[config.mk]
export PLATFORM = sky130hd
export DESIGN_NAME = uart_tx_io_flat
export DESIGN_NICKNAME = d
export VERILOG_FILES = /design/src/rtl/uart_tx_io_pkg.sv /design/src/rtl/uart_tx_io_if.sv /design/src/rtl/uart_tx_io_sync_fifo.sv /design/src/rtl/uart_tx_io.sv /design/src/flat_wrapper.sv
export SDC_FILE = /design/constraint.sdc
export NUM_CORES = 1
export LEC_CHECK = 0
export BUFFER_PORTS_ARGS = -buffer_cell sky130_fd_sc_hd__buf_2
export CAP_MARGIN = 15
export CORE_ASPECT_RATIO = 0.8
export CORE_MARGIN = 2
export CORE_UTILIZATION = 30
export DETAILED_ROUTE_END_ITERATION = 10
export GPL_TIMING_DRIVEN = 0
export SYNTH_ARGS = -nofsm -noshare
export SYNTH_HDL_FRONTEND = slang
export SYNTH_SLANG_ARGS = --single-unit
[constraint.sdc]
create_clock -name clk -period 4.9 [get_ports clk]
set_clock_uncertainty 0.1 [all_clocks]
set_input_delay 0.49 -clock clk [delete_from_list [all_inputs] [get_ports clk]]
set_output_delay 0.49 -clock clk [all_outputs]
set_load 0.1 [all_outputs]
[src/rtl/uart_tx_io_pkg.sv]
// Shared UART TX definitions: IO word offsets,
// STATUS bit positions, FSM states, divisor helper.
package uart_tx_io_pkg;

  localparam logic [3:0] UART_DATA   = 4'd0;
  localparam logic [3:0] UART_STATUS = 4'd1;

  localparam int ST_BUSY    = 0;
  localparam int ST_FULL    = 1;
  localparam int ST_EMPTY   = 2;
  localparam int ST_OVF     = 3;
  localparam int ST_CNT_LSB = 4;

  typedef enum logic [1:0] {
    S_IDLE  = 2'd0,
    S_START = 2'd1,
    S_DATA  = 2'd2,
    S_STOP  = 2'd3
  } tx_state_e;

  // Truncating divide, floored at 2 so the
  // baud counter always has a real range.
  function automatic int calc_div(
    input int clk_hz,
    input int baud
  );
    int d;
    d = clk_hz / baud;
    return (d < 2) ? 2 : d;
  endfunction

endpackage

[src/rtl/uart_tx_io_if.sv]
// IO bus bundle between CPU (master) and UART (slave).
// addr/wstrb/wdata/rstrb from master, rdata back.
interface uart_tx_io_if;
  logic [3:0]  io_addr;
  logic        io_wstrb;
  logic [31:0] io_wdata;
  logic        io_rstrb;
  logic [31:0] io_rdata;

  modport master (
    output io_addr,
    output io_wstrb,
    output io_wdata,
    output io_rstrb,
    input  io_rdata
  );

  modport slave (
    input  io_addr,
    input  io_wstrb,
    input  io_wdata,
    input  io_rstrb,
    output io_rdata
  );
endinterface

[src/rtl/uart_tx_io_sync_fifo.sv]
// Synchronous FIFO, wrapping pointers, explicit count.
// Ports: push/pop, wdata_i/rdata_o, full/empty/count.
module sync_fifo #(
  parameter int WIDTH = 8,
  parameter int DEPTH = 8
) (
  input  logic                       clk,
  input  logic                       resetn,
  input  logic                       push_i,
  input  logic                       pop_i,
  input  logic [WIDTH-1:0]           wdata_i,
  output logic [WIDTH-1:0]           rdata_o,
  output logic                       full_o,
  output logic                       empty_o,
  output logic [$clog2(DEPTH):0]     count_o
);

  localparam int AW = $clog2(DEPTH);
  localparam logic [AW-1:0] P_ONE = AW'(1);
  localparam logic [AW:0]   C_ONE = (AW+1)'(1);
  localparam logic [AW:0]   C_FULL = (AW+1)'(DEPTH);

  logic [WIDTH-1:0] mem_q [DEPTH];
  logic [AW-1:0]    wptr_q;
  logic [AW-1:0]    rptr_q;
  logic [AW:0]      count_q;
  logic             do_push;
  logic             do_pop;

  assign full_o  = (count_q == C_FULL);
  assign empty_o = (count_q == '0);
  assign count_o = count_q;
  assign rdata_o = mem_q[rptr_q];

  assign do_push = push_i && !full_o;
  assign do_pop  = pop_i && !empty_o;

  always_ff @(posedge clk) begin
    if (do_push) begin
      mem_q[wptr_q] <= wdata_i;
    end
  end

  always_ff @(posedge clk) begin
    if (!resetn) begin
      wptr_q  <= '0;
      rptr_q  <= '0;
      count_q <= '0;
    end else begin
      if (do_push) wptr_q <= wptr_q + P_ONE;
      if (do_pop)  rptr_q <= rptr_q + P_ONE;
      unique case ({do_push, do_pop})
        2'b10:   count_q <= count_q + C_ONE;
        2'b01:   count_q <= count_q - C_ONE;
        default: count_q <= count_q;
      endcase
    end
  end

endmodule

[src/rtl/uart_tx_io.sv]
// Memory-mapped 8N1 UART transmitter with TX FIFO.
// Ports: clk, resetn, io (slave bus), txd (idle high).
module uart_tx_io
  import uart_tx_io_pkg::*;
#(
  parameter int CLK_FREQ_HZ = 12000000,
  parameter int BAUD        = 115200,
  parameter int FIFO_DEPTH  = 8
) (
  input  logic          clk,
  input  logic          resetn,
  uart_tx_io_if.slave   io,
  output logic          txd
);

  localparam int DIV = calc_div(CLK_FREQ_HZ, BAUD);
  localparam int BW  = $clog2(DIV);
  localparam int CW  = $clog2(FIFO_DEPTH) + 1;
  localparam logic [BW-1:0] B_LAST = BW'(DIV - 1);
  localparam logic [BW-1:0] B_ONE  = BW'(1);

  tx_state_e   state_q;
  logic [BW-1:0] baud_q;
  logic [2:0]  bit_q;
  logic [7:0]  shift_q;
  logic        txd_q;
  logic        ovf_q;
  logic        ovf_d;
  logic [31:0] rdata_q;
  logic [31:0] rdata_d;

  logic        fifo_push;
  logic        fifo_pop;
  logic        fifo_full;
  logic        fifo_empty;
  logic [7:0]  fifo_rdata;
  logic [CW-1:0] fifo_cnt;

  logic        wr_data;
  logic        rd_status;
  logic        baud_last;
  logic        busy;
  logic [3:0]  cnt_sat;
  logic [31:0] status_w;

  wire logic unused_wdata = &{1'b0, io.io_wdata[31:8]};

  assign wr_data   = io.io_wstrb && (io.io_addr == UART_DATA);
  assign rd_status = io.io_rstrb && (io.io_addr == UART_STATUS);
  assign fifo_push = wr_data && !fifo_full;
  assign baud_last = (baud_q == B_LAST);

  // Pop lines up with the FSM loading shift_q:
  // from IDLE, or on the final STOP cycle.
  assign fifo_pop = !fifo_empty &&
    ((state_q == S_IDLE) ||
     ((state_q == S_STOP) && baud_last));

  assign busy = (state_q != S_IDLE) || !fifo_empty;

  sync_fifo #(
    .WIDTH (8),
    .DEPTH (FIFO_DEPTH)
  ) u_fifo (
    .clk     (clk),
    .resetn  (resetn),
    .push_i  (fifo_push),
    .pop_i   (fifo_pop),
    .wdata_i (io.io_wdata[7:0]),
    .rdata_o (fifo_rdata),
    .full_o  (fifo_full),
    .empty_o (fifo_empty),
    .count_o (fifo_cnt)
  );

  always_comb begin
    cnt_sat = 4'hF;
    if (32'(fifo_cnt) < 15) cnt_sat = 4'(fifo_cnt);
  end

  always_comb begin
    status_w = '0;
    status_w[ST_BUSY]  = busy;
    status_w[ST_FULL]  = fifo_full;
    status_w[ST_EMPTY] = fifo_empty;
    status_w[ST_OVF]   = ovf_q;
    status_w[ST_CNT_LSB +: 4] = cnt_sat;
  end

  always_comb begin
    rdata_d = rdata_q;
    if (io.io_rstrb) begin
      rdata_d = '0;
      if (io.io_addr == UART_STATUS) rdata_d = status_w;
    end
  end

  // A dropped write in the same cycle as a
  // STATUS read must not be lost: set wins.
  always_comb begin
    ovf_d = ovf_q;
    if (rd_status) ovf_d = 1'b0;
    if (wr_data && fifo_full) ovf_d = 1'b1;
  end

  always_ff @(posedge clk) begin
    if (!resetn) begin
      rdata_q <= '0;
      ovf_q   <= 1'b0;
    end else begin
      rdata_q <= rdata_d;
      ovf_q   <= ovf_d;
    end
  end

  // txd_q follows the state one cycle late, which
  // gives the write-to-start-bit latency of 2.
  always_ff @(posedge clk) begin
    if (!resetn) begin
      state_q <= S_IDLE;
      baud_q  <= '0;
      bit_q   <= '0;
      shift_q <= '0;
      txd_q   <= 1'b1;
    end else begin
      unique case (state_q)
        S_IDLE: begin
          txd_q <= 1'b1;
          if (!fifo_empty) begin
            shift_q <= fifo_rdata;
            baud_q  <= '0;
            state_q <= S_START;
          end
        end
        S_START: begin
          txd_q <= 1'b0;
          if (baud_last) begin
            baud_q  <= '0;
            bit_q   <= '0;
            state_q <= S_DATA;
          end else begin
            baud_q <= baud_q + B_ONE;
          end
        end
        S_DATA: begin
          txd_q <= shift_q[bit_q];
          if (baud_last) begin
            baud_q <= '0;
            if (bit_q == 3'd7) begin
              state_q <= S_STOP;
            end else begin
              bit_q <= bit_q + 3'd1;
            end
          end else begin
            baud_q <= baud_q + B_ONE;
          end
        end
        S_STOP: begin
          txd_q <= 1'b1;
          if (baud_last) begin
            baud_q <= '0;
            if (!fifo_empty) begin
              shift_q <= fifo_rdata;
              state_q <= S_START;
            end else begin
              state_q <= S_IDLE;
            end
          end else begin
            baud_q <= baud_q + B_ONE;
          end
        end
        default: begin
          txd_q   <= 1'b1;
          state_q <= S_IDLE;
        end
      endcase
    end
  end

  assign txd = txd_q;
  assign io.io_rdata = rdata_q;

endmodule
[src/flat_wrapper.sv]
// flat-port wrapper written by rule: the top's interface ports become plain ports
module uart_tx_io_flat import uart_tx_io_pkg::*;
#(
  parameter int CLK_FREQ_HZ = 12000000,
  parameter int BAUD        = 115200,
  parameter int FIFO_DEPTH  = 8
)
  (clk, resetn, txd, io_io_addr, io_io_wstrb, io_io_wdata, io_io_rstrb, io_io_rdata);
  uart_tx_io_if io_i ();
  input  logic clk;
  input  logic resetn;
  output logic txd;
  input wire logic [$bits(io_i.io_addr)-1:0] io_io_addr;
  input wire logic [$bits(io_i.io_wstrb)-1:0] io_io_wstrb;
  input wire logic [$bits(io_i.io_wdata)-1:0] io_io_wdata;
  input wire logic [$bits(io_i.io_rstrb)-1:0] io_io_rstrb;
  output wire logic [$bits(io_i.io_rdata)-1:0] io_io_rdata;
  assign io_i.io_addr = io_io_addr;
  assign io_i.io_wstrb = io_io_wstrb;
  assign io_i.io_wdata = io_io_wdata;
  assign io_i.io_rstrb = io_io_rstrb;
  assign io_io_rdata = io_i.io_rdata;
  uart_tx_io #(.CLK_FREQ_HZ(CLK_FREQ_HZ), .BAUD(BAUD), .FIFO_DEPTH(FIFO_DEPTH)) u_core (.clk(clk), .resetn(resetn), .io(io_i), .txd(txd));
endmodule
==> results of run 1 <==
[flip-flops by register name, summed over array words and instances (netlist names), named ones only]
register	flops
u_core.txd	1
u_core.u_fifo.mem_q	64
u_core.u_fifo.count_o	4
u_core.io.io_rdata	8
u_core.u_fifo.wptr_q	3
u_core.bit_q	3
u_core.state_q	2
u_core.ovf_q	1
u_core.shift_q	8
u_core.u_fifo.rptr_q	3
u_core.baud_q	7
[critical path, stage by stage (launching register included)]
cell and delay, ns:
dfxtp_1 0.39, ha_1 0.26, and2_1 0.26, a31oi_1 0.19, nor2_1 0.40, ha_1 0.35
xor2_1 0.17, ha_1 0.15, a21oi_1 0.04, xor2_1 0.14, or3_1 0.31, a21oi_1 0.14
[path summary, 6_finish.rpt]
check | end | slack (ns)
setup / recovery | u_core.u_fifo.count_o[2]$_SDFFE_PN0P_ | 1.90
hold / removal | u_core.u_fifo.mem_q[7][7]$_DFFE_PP_ | 0.32
setup reg to reg | u_core.u_fifo.count_o[2]$_SDFFE_PN0P_ | 1.90
hold reg to reg | u_core.u_fifo.rptr_q[1]$_SDFFE_PN0P_ | 0.39
[cells in the final DEF (no fill, tap or decap), types with 4 or more instances in the layout]
master and count:
buf_4 30, xnor2_1 5, edfxtp_1 64, mux2i_1 17
a22oi_1 5, mux4_2 17, a211oi_1 8, conb_1 24
nor2b_1 6, nor3_1 9, nand2_1 16, nand3_1 5
clkbuf_16 9, nand2b_1 5, dfxtp_1 43, and2_1 4
inv_1 8, ha_1 13, xor2_1 4, buf_6 4
o21ai_0 6, clkbuf_1 5, nor2_1 27, buf_2 25
a21oi_1 22
[per-layer routing]
| metal | vias up | GRT usage, % |
|---|---|---|
| met2 | 72 | 17.5 |
| met1 | 1390 | 13.7 |
| met4 | 0 | 3.23 |
| li1 | 1413 | - |
| met5 | - | 0 |
| met3 | 8 | 3.10 |
[cell type report]
| cell class | count | area, um^2 | area share (%) |
|---|---|---|---|
| Clock buffer | 9 | 225 | 4.03 |
| Clock inverter | 7 | 76.3 | 1.36 |
| Tap cell | 215 | 269 | 4.81 |
| Buffer | 36 | 260 | 4.65 |
| Multi-Input combinational cell | 227 | 1790 | 32.0 |
| Timing Repair Buffer | 29 | 158 | 2.82 |
| Sequential cell | 107 | 2780 | 49.8 |
| Inverter | 8 | 30.0 | 0.537 |
[kinds of logic after synthesis]
| group | Yosys count | share of synthesized area [%] |
|---|---|---|
| compound gates | 56 | 7.97 |
| xor+xnor | 9 | 1.65 |
| fa+ha+maj | 13 | 3.41 |
| buf+inv | 44 | 6.08 |
| flops | 107 | 58.3 |
| mux | 35 | 11.8 |
| other cells | 1 | 0.0786 |
| simple gates | 90 | 10.6 |
[power groups by stage]
stage,Sequential (mW),Combinational (mW),Clock (mW)
after floorplan,1.10,0.598,0
after global placement,1.08,0.740,0
after detailed placement,1.08,0.759,0
after CTS,1.06,0.761,0.735
after global routing,1.07,0.828,0.770
final,1.06,0.757,0.717
==> flow_metrics.env, run 1 <==
export IMPL_status="finished, final reports clean"
export IMPL_netSwitchingFraction_pct=33.5
export IMPL_antenna_cells=0
export IMPL_ys_warnings_count=0
export IMPL_p_seq_share_pct=41.9
export IMPL_gp_congestion=0.773
export IMPL_startpoint_type="flip-flop"
export IMPL_ant_nets=0
export IMPL_max_freq_mhz=334
export IMPL_die_area_um2=16900
export IMPL_cts_tree="done"
export IMPL_initial_core_util_pct=30.5
export IMPL_via_per_inst=4.52
export IMPL_worstHoldStart="io_io_wdata[7]"
export IMPL_place_area_um2=5290
export IMPL_worst_slack_ns=1.90
export IMPL_coreArea_um2=15600
export IMPL_crit_fanout=5
export IMPL_worst_ep_arrival_time_ns=3.17
export IMPL_floorplan_rows=41
export IMPL_ys_ff_latch=107
export IMPL_post_cts_buffers=0
export IMPL_async_reset_ff_share_pct=0
export IMPL_intPower_mw=1.69
export IMPL_hp_class="primary input to flip-flop"
export IMPL_synth_top_area_cell="edfxtp_1"
export IMPL_cts_resized=0
export IMPL_antenna_found_initial=0
export IMPL_grt_max_degree=22
export IMPL_synth_most_common_cell="edfxtp_1"
export IMPL_synth_area_per_cell_um2=13.4
export IMPL_met3_wirelength_um=419
export IMPL_setup_viol=0
export IMPL_clkSinkCount=107
export IMPL_drt_total_wl_mm=8.69
export IMPL_dpl_cell_count=622
export IMPL_drive_gt1_share_pct=24.8
export IMPL_wl_per_cell_um=13.6
export IMPL_slew_viol_final=0
export IMPL_grt_use_total_pct=10.6
export IMPL_synthCells=355
export IMPL_critPathKind="flip-flop to flip-flop"
export IMPL_num_fill_cells=1508
export IMPL_clkPwrFrac_pct=28.3
export IMPL_grt_pass1_vias=2701
export IMPL_cp_startpoint="u_core.baud_q[0]$_SDFFE_PN0N_"
export IMPL_synthTopCellsByArea="edfxtp_1 40%, dfxtp_1 18%, mux4_2 8.0%, buf_4 3.9%, mux2i_1 3.6%"
export IMPL_wl_met2_mm=4.06
export IMPL_initialDrtViolationCount=182
export IMPL_cts_hold_buf=0
export IMPL_grt_overflow=0
export IMPL_maxCapViolCount=0
export IMPL_fin_cells=638
export IMPL_pwr_share_comb_pct=29.8
export IMPL_end_kind="flip-flop"
export IMPL_root_buffer="clkbuf_16"
export IMPL_maxSlewHeadroom_pct=40.1
export IMPL_synth_area_um2=4770
export IMPL_leakage_nw=1.99
export IMPL_fp_dieW_um=145
export IMPL_grt_first_pass_wirelength_mm=14.1
export IMPL_synth_top_area_share_pct=40.3
export IMPL_finalPower_mw=2.54
export IMPL_area_delta_synth_final_pct=17.2
export IMPL_wl_met1_mm=4.13
export IMPL_ys_flop_type="edfxtp_1"
export IMPL_io_buffers=24
export IMPL_place_hpwl_mm=6.38
export IMPL_hold_viol=0
export IMPL_cts_path_max_buffers=2
export IMPL_hold_ws_ns=0.316
export IMPL_clkTransAtPathRegs_ns=0.08
export IMPL_rsz0062_at_grt="false"
export IMPL_ys_seq_area_share_pct=58.3
export IMPL_worstPathRequired_ns=5.07
export IMPL_fin_area_um2=5590
export IMPL_layout_worst_path_cycle_share_pct=61.1
export IMPL_post_route_util_pct=35.7
export IMPL_die_y_um=117
export IMPL_p_sw_mw=0.850
export IMPL_routed_top_layer="met4"
export IMPL_clock_tree_htree_level_count=3
export IMPL_p_per_area_nw_per_um2=454
export IMPL_drt_pass1_iter_count=4
export IMPL_netlist_top_cells_count="64 x edfxtp_1, 43 x dfxtp_1, 27 x nor2_1, 25 x buf_4, 22 x a21oi_1"
export IMPL_drc=0
export IMPL_fin_crit_ns=3.00
export IMPL_final_nets=471
export IMPL_cts_made_buffers=9
export IMPL_r2r_cells=11
export IMPL_io_pin_count=73
export IMPL_reg2reg_from="u_core.baud_q[0]$_SDFFE_PN0N_"
export IMPL_post_place_ws_ns=1.90
export IMPL_synthDistinctLibCells=55
export IMPL_insertion_delay_ns=0.34
export IMPL_finalSetupTns_ns=0
export IMPL_peakVddDrop_mv=0.220
export IMPL_vias=2883
export IMPL_synth_enable_flop_cells=64
export IMPL_min_path_cells=1
export IMPL_tightest_slew_ns=0.896
Note: power is estimated with default switching activity, not from simulation.
==> run 2: changes to the inputs <==
==> constraint.sdc (replaced) <==
create_clock -name clk -period 2.8 [get_ports clk]
set_clock_uncertainty 0.1 [all_clocks]
set_input_delay 0.28 -clock clk [delete_from_list [all_inputs] [get_ports clk]]
set_output_delay 0.28 -clock clk [all_outputs]
set_load 0.1 [all_outputs]
==> flow_metrics.env, run 2 (same netlist as run 1, synthesis figures left out) <==
export IMPL_fp_dieW_um=145
export IMPL_clkSinkCount=107
export IMPL_rsz0062_at_grt="false"
export IMPL_fin_crit_ns=2.61
export IMPL_grt_overflow=0
export IMPL_wl_per_cell_um=13.7
export IMPL_peakVddDrop_mv=0.378
export IMPL_floorplan_rows=41
export IMPL_ant_nets=0
export IMPL_drt_total_wl_mm=8.73
export IMPL_slew_viol_final=0
export IMPL_p_per_area_nw_per_um2=796
export IMPL_maxCapViolCount=0
export IMPL_crit_fanout=11
export IMPL_cts_hold_buf=0
export IMPL_io_buffers=24
export IMPL_num_fill_cells=1507
export IMPL_drc=0
export IMPL_initialDrtViolationCount=179
export IMPL_coreArea_um2=15600
export IMPL_cts_tree="done"
export IMPL_clock_tree_htree_level_count=3
export IMPL_top_register="u_core.u_fifo.mem_q"
export IMPL_crit_chain="or4b_4 > nand4b_4 > ha_2 > xor2_1 > ha_1 > a21oi_1 > xor2_1 > or3_1 > a21oi_1"
export IMPL_worst_ep_arrival_time_ns=2.78
export IMPL_end_kind="flip-flop"
export IMPL_startpoint_type="flip-flop"
export IMPL_insertion_delay_ns=0.34
export IMPL_io_pin_count=73
export IMPL_cts_path_max_buffers=2
export IMPL_crit_slowest_cell="or4b_4"
export IMPL_setup_viol=0
export IMPL_clkTransAtPathRegs_ns=0.08
export IMPL_hold_viol=0
export IMPL_top_usage_layer="met2"
export IMPL_grt_first_pass_wirelength_mm=14.2
export IMPL_dpl_cell_count=622
export IMPL_met1_usage_pct=13.6
export IMPL_grt_met3_usage_pct=3.22
export IMPL_fin_cells=638
export IMPL_path_delay_family="simple AND/OR/NAND/NOR gates"
export IMPL_via_per_inst=4.52
export IMPL_status="finished, final reports clean"
export IMPL_die_area_um2=16900
export IMPL_cp_num_buf_inv=0
export IMPL_max_freq_mhz=384
export IMPL_largest_reg_flops=64
export IMPL_worst_path_largest_cell_delay_ns=0.61
export IMPL_tightest_slew_ns=0.893
export IMPL_worstPathRequired_ns=2.97
export IMPL_final_nets=471
export IMPL_fin_area_um2=5620
export IMPL_drive_gt1_share_pct=26.2
export IMPL_grt_pass1_vias=2708
export IMPL_critPathKind="flip-flop to flip-flop"
export IMPL_antenna_cells=0
export IMPL_vias=2882
export IMPL_layout_worst_path_cycle_share_pct=93.1
export IMPL_grt_use_total_pct=10.6
export IMPL_layout_commonest_cell="edfxtp_1"
export IMPL_place_hpwl_mm=6.38
export IMPL_met2_usage_pct=17.7
export IMPL_gp_congestion=0.773
export IMPL_maxSlewHeadroom_pct=40.3
export IMPL_initial_core_util_pct=30.5
export IMPL_root_buffer="clkbuf_16"
export IMPL_cts_made_buffers=9
export IMPL_mostFrequentLayoutCells="64 x edfxtp_1, 43 x dfxtp_1, 30 x buf_4, 26 x nor2_1, 25 x buf_2"
export IMPL_leakage_nw=1.99
export IMPL_hp_class="primary input to flip-flop"
export IMPL_area_delta_synth_final_pct=17.9
export IMPL_die_y_um=117
export IMPL_antenna_found_initial=0
export IMPL_grt_max_degree=22
export IMPL_drt_pass1_iter_count=4
export IMPL_place_area_um2=5290
## run 2: layout make-up
class                   count  area, um^2  area share [%]
multi-input cells         227        1820            32.4
plain buffers              36         260            4.63
well taps                 215         269            4.78
inverters                   8        30.0           0.534
clock buffers               9         225            4.01
clock inverters             7        76.3            1.36
repair buffers             29         158            2.80
flip-flops and latches    107        2780            49.5
## run 2: metrics by stage
step | hold slack, ns | TNS (ns) | util, % | power, mW | worst slack (ns)
after floorplan | 0.279 | 0 | - | 2.97 | 0.178
final | 0.106 | 0 | 35.9 | 4.48 | 0.193
after global routing | 0.107 | 0 | 35.9 | 4.72 | 0.0330
after CTS | 0.0974 | 0 | 35.8 | 4.50 | 0.0136
after detailed placement | 0.379 | -0.203 | 33.8 | 3.23 | -0.203
after global placement | 0.364 | -2.86 | 33.5 | 3.19 | -0.262
## run 2: routing by layer
metal | part of all wire, % | vias up
li1 | - | 1413
met3 | 5.0 | 8
met1 | 47 | 1380
met4 | 0.94 | 0
met2 | 47 | 81
met5 | 0 | -
## run 2: final timing paths
check | slack (ns) | cells after the start | from | end
worst max-delay path | 0.19 | 9 | u_core.u_fifo.count_o[0]$_SDFFE_PN0P_ | u_core.u_fifo.count_o[2]$_SDFFE_PN0P_
worst min register to register | 0.39 | 2 | u_core.u_fifo.rptr_q[1]$_SDFFE_PN0P_ | u_core.u_fifo.rptr_q[1]$_SDFFE_PN0P_
worst min-delay path | 0.11 | 1 | io_io_wdata[7] | u_core.u_fifo.mem_q[7][7]$_DFFE_PP_
worst max register to register | 0.19 | 9 | u_core.u_fifo.count_o[0]$_SDFFE_PN0P_ | u_core.u_fifo.count_o[2]$_SDFFE_PN0P_
## run 2: what timing repair did
action	in CTS	in global routing
endpoints found under the setup margin	1	1
resized for setup	3	5
setup buffers	0	0
## run 2: power by group
part	leakage [nW]	total, mW	switching, mW	internal (mW)
registers	0.924	1.86	0.0822	1.78
clock network	0.149	1.25	0.613	0.637
logic	0.916	1.36	0.806	0.559
total	1.99	4.48	1.50	2.97
==> run 3: changes to the inputs <==
--- a/config.mk
+++ b/config.mk
@@ -12,6 +12,8 @@
 export CORE_UTILIZATION = 30
 export DETAILED_ROUTE_END_ITERATION = 10
 export GPL_TIMING_DRIVEN = 0
+export RECOVER_POWER = 25
+export SETUP_SLACK_MARGIN = 0.1
 export SYNTH_ARGS = -nofsm -noshare
 export SYNTH_HDL_FRONTEND = slang
 export SYNTH_SLANG_ARGS = --single-unit
==> flow_metrics.env, run 3 (same netlist as run 1, synthesis figures left out) <==
export IMPL_dpl_cell_count=622
export IMPL_worst_ep_arrival_time_ns=2.78
export IMPL_slew_viol_final=0
export IMPL_cts_tree="done"
export IMPL_p_sw_mw=1.50
export IMPL_num_fill_cells=1513
export IMPL_fp_dieW_um=145
export IMPL_p_seq_share_pct=41.6
export IMPL_ant_nets=0
export IMPL_insertion_delay_ns=0.34
export IMPL_crit_slowest_cell="or4b_4"
export IMPL_place_hpwl_mm=6.38
export IMPL_clkTransAtPathRegs_ns=0.08
export IMPL_worst_path_largest_cell_delay_ns=0.61
export IMPL_leakage_nw=1.98
export IMPL_die_y_um=117
export IMPL_antenna_found_initial=0
export IMPL_cts_path_max_buffers=2
export IMPL_floorplan_rows=41
export IMPL_tightest_slew_ns=0.893
export IMPL_drc=0
export IMPL_cp_num_buf_inv=0
export IMPL_io_buffers=24
export IMPL_worstPathRequired_ns=2.97
export IMPL_antenna_cells=0
export IMPL_drive_gt1_share_pct=25.1
export IMPL_hp_class="primary input to flip-flop"
export IMPL_final_nets=471
export IMPL_vias=2881
export IMPL_coreArea_um2=15600
export IMPL_io_pin_count=73
export IMPL_clkSinkCount=107
export IMPL_hold_viol=0
export IMPL_top_register="u_core.u_fifo.mem_q"
export IMPL_wl_per_cell_um=13.7
export IMPL_post_place_ws_ns=-0.203
export IMPL_area_delta_synth_final_pct=17.8
export IMPL_max_freq_mhz=384
export IMPL_fin_cells=638
export IMPL_intPower_mw=2.97
export IMPL_initialDrtViolationCount=193
export IMPL_via_per_inst=4.52
export IMPL_cts_made_buffers=9
export IMPL_die_area_um2=16900
export IMPL_end_kind="flip-flop"
export IMPL_clkPwrFrac_pct=27.9
export IMPL_startpoint_type="flip-flop"
export IMPL_largest_reg_flops=64
export IMPL_status="finished, final reports clean"
export IMPL_clock_tree_htree_level_count=3
export IMPL_worst_slack_ns=0.193
export IMPL_grt_overflow=0
export IMPL_drt_pass1_iter_count=4
export IMPL_maxSlewHeadroom_pct=40.3
export IMPL_setup_viol=0
export IMPL_grt_use_total_pct=10.6
export IMPL_rsz0062_at_grt="true"
export IMPL_initial_core_util_pct=30.5
export IMPL_crit_fanout=11
export IMPL_root_buffer="clkbuf_16"
export IMPL_fin_crit_ns=2.61
export IMPL_maxCapViolCount=0
export IMPL_post_cts_buffers=0
export IMPL_grt_pass1_vias=2700
export IMPL_grt_first_pass_wirelength_mm=14.1
export IMPL_grt_max_degree=22
export IMPL_path_delay_family="simple AND/OR/NAND/NOR gates"
export IMPL_layout_commonest_cell="edfxtp_1"
export IMPL_pwr_share_comb_pct=30.4
export IMPL_peakVddDrop_mv=0.378
export IMPL_cts_hold_buf=0
export IMPL_netSwitchingFraction_pct=33.5
export IMPL_crit_chain="or4b_4 > nand4b_4 > ha_2 > xor2_1 > ha_1 > a21oi_1 > xor2_1 > or3_1 > a21oi_1"
export IMPL_drt_total_wl_mm=8.71
export IMPL_critPathKind="flip-flop to flip-flop"
export IMPL_gp_congestion=0.773
export IMPL_p_per_area_nw_per_um2=796
export IMPL_layout_worst_path_cycle_share_pct=93.1
export IMPL_mostFrequentLayoutCells="64 x edfxtp_1, 43 x dfxtp_1, 30 x buf_4, 26 x nor2_1, 24 x conb_1"
## run 3: changes by cell type in the layout (fill, tap and decap cells not counted), sizes merged
cell,delta
buf,-6
clkbuf,+6
## run 3: power groups by stage
stage	Sequential (mW)	Combinational, mW	Clock (mW)
floorplan	1.92	1.05	0
global placement	1.90	1.29	0
detailed placement	1.90	1.33	0
CTS	1.86	1.37	1.29
global route	1.88	1.49	1.35
finish	1.86	1.36	1.25
## run 3: stage by stage
| step | power, mW | hold WS [ns] | TNS (ns) | util (%) | area, um^2 |
|---|---|---|---|---|---|
| 6_report | 4.47 | 0.122 | 0 | 35.9 | 5620 |
| 5_1_grt | 4.71 | 0.121 | 0 | 35.9 | 5620 |
| 4_1_cts | 4.52 | 0.0974 | 0 | 35.9 | 5620 |
| 3_5_place_dp | 3.23 | 0.379 | -0.203 | 33.8 | 5290 |
| 3_3_place_gp | 3.19 | 0.364 | -2.86 | 33.5 | 5250 |
| 2_1_floorplan | 2.97 | 0.279 | 0 | - | 4860 |
## run 3: what timing repair did
item	CTS	global route
setup endpoints to repair	2	5
endpoints found under the hold margin	0	0
resized for setup	6	3
pin swaps	0	0
## run 3: routing by layer
layer,vias up,track usage (%),wire length [um]
met5,-,0,0
met4,0,2.97,82
met3,8,3.26,476
met2,75,17.7,4130
met1,1382,13.6,4020
li1,1416,-,-
## run 3: worst paths after layout
kind	startpoint	end	slack, ns	depth (start not counted)
setup / recovery	u_core.u_fifo.count_o[0]$_SDFFE_PN0P_	u_core.u_fifo.count_o[2]$_SDFFE_PN0P_	0.19	9
hold / removal	io_io_wdata[4]	u_core.u_fifo.mem_q[4][4]$_DFFE_PP_	0.12	1
setup reg to reg	u_core.u_fifo.count_o[0]$_SDFFE_PN0P_	u_core.u_fifo.count_o[2]$_SDFFE_PN0P_	0.19	9
hold reg to reg	u_core.u_fifo.rptr_q[1]$_SDFFE_PN0P_	u_core.u_fifo.rptr_q[1]$_SDFFE_PN0P_	0.39	2
## run 3: area by class of cell
type,count,area [um^2],area share (%)
flip-flops and latches,107,2780,49.5
multi-input cells,227,1830,32.5
well taps,215,269,4.79
plain buffers,36,260,4.63
clock buffers,9,225,4.01
repair buffers,29,150,2.67
clock inverters,7,76.3,1.36
inverters,8,30.0,0.534
## run 3: worst reg2reg max path, cell delays in order (launching register included)
cell	delay [ns]
dfxtp_1	0.41
or4b_4	0.61
nand4b_4	0.21
ha_2	0.27
xor2_1	0.16
ha_1	0.15
a21oi_1	0.04
xor2_1	0.14
or3_1	0.31
a21oi_1	0.14
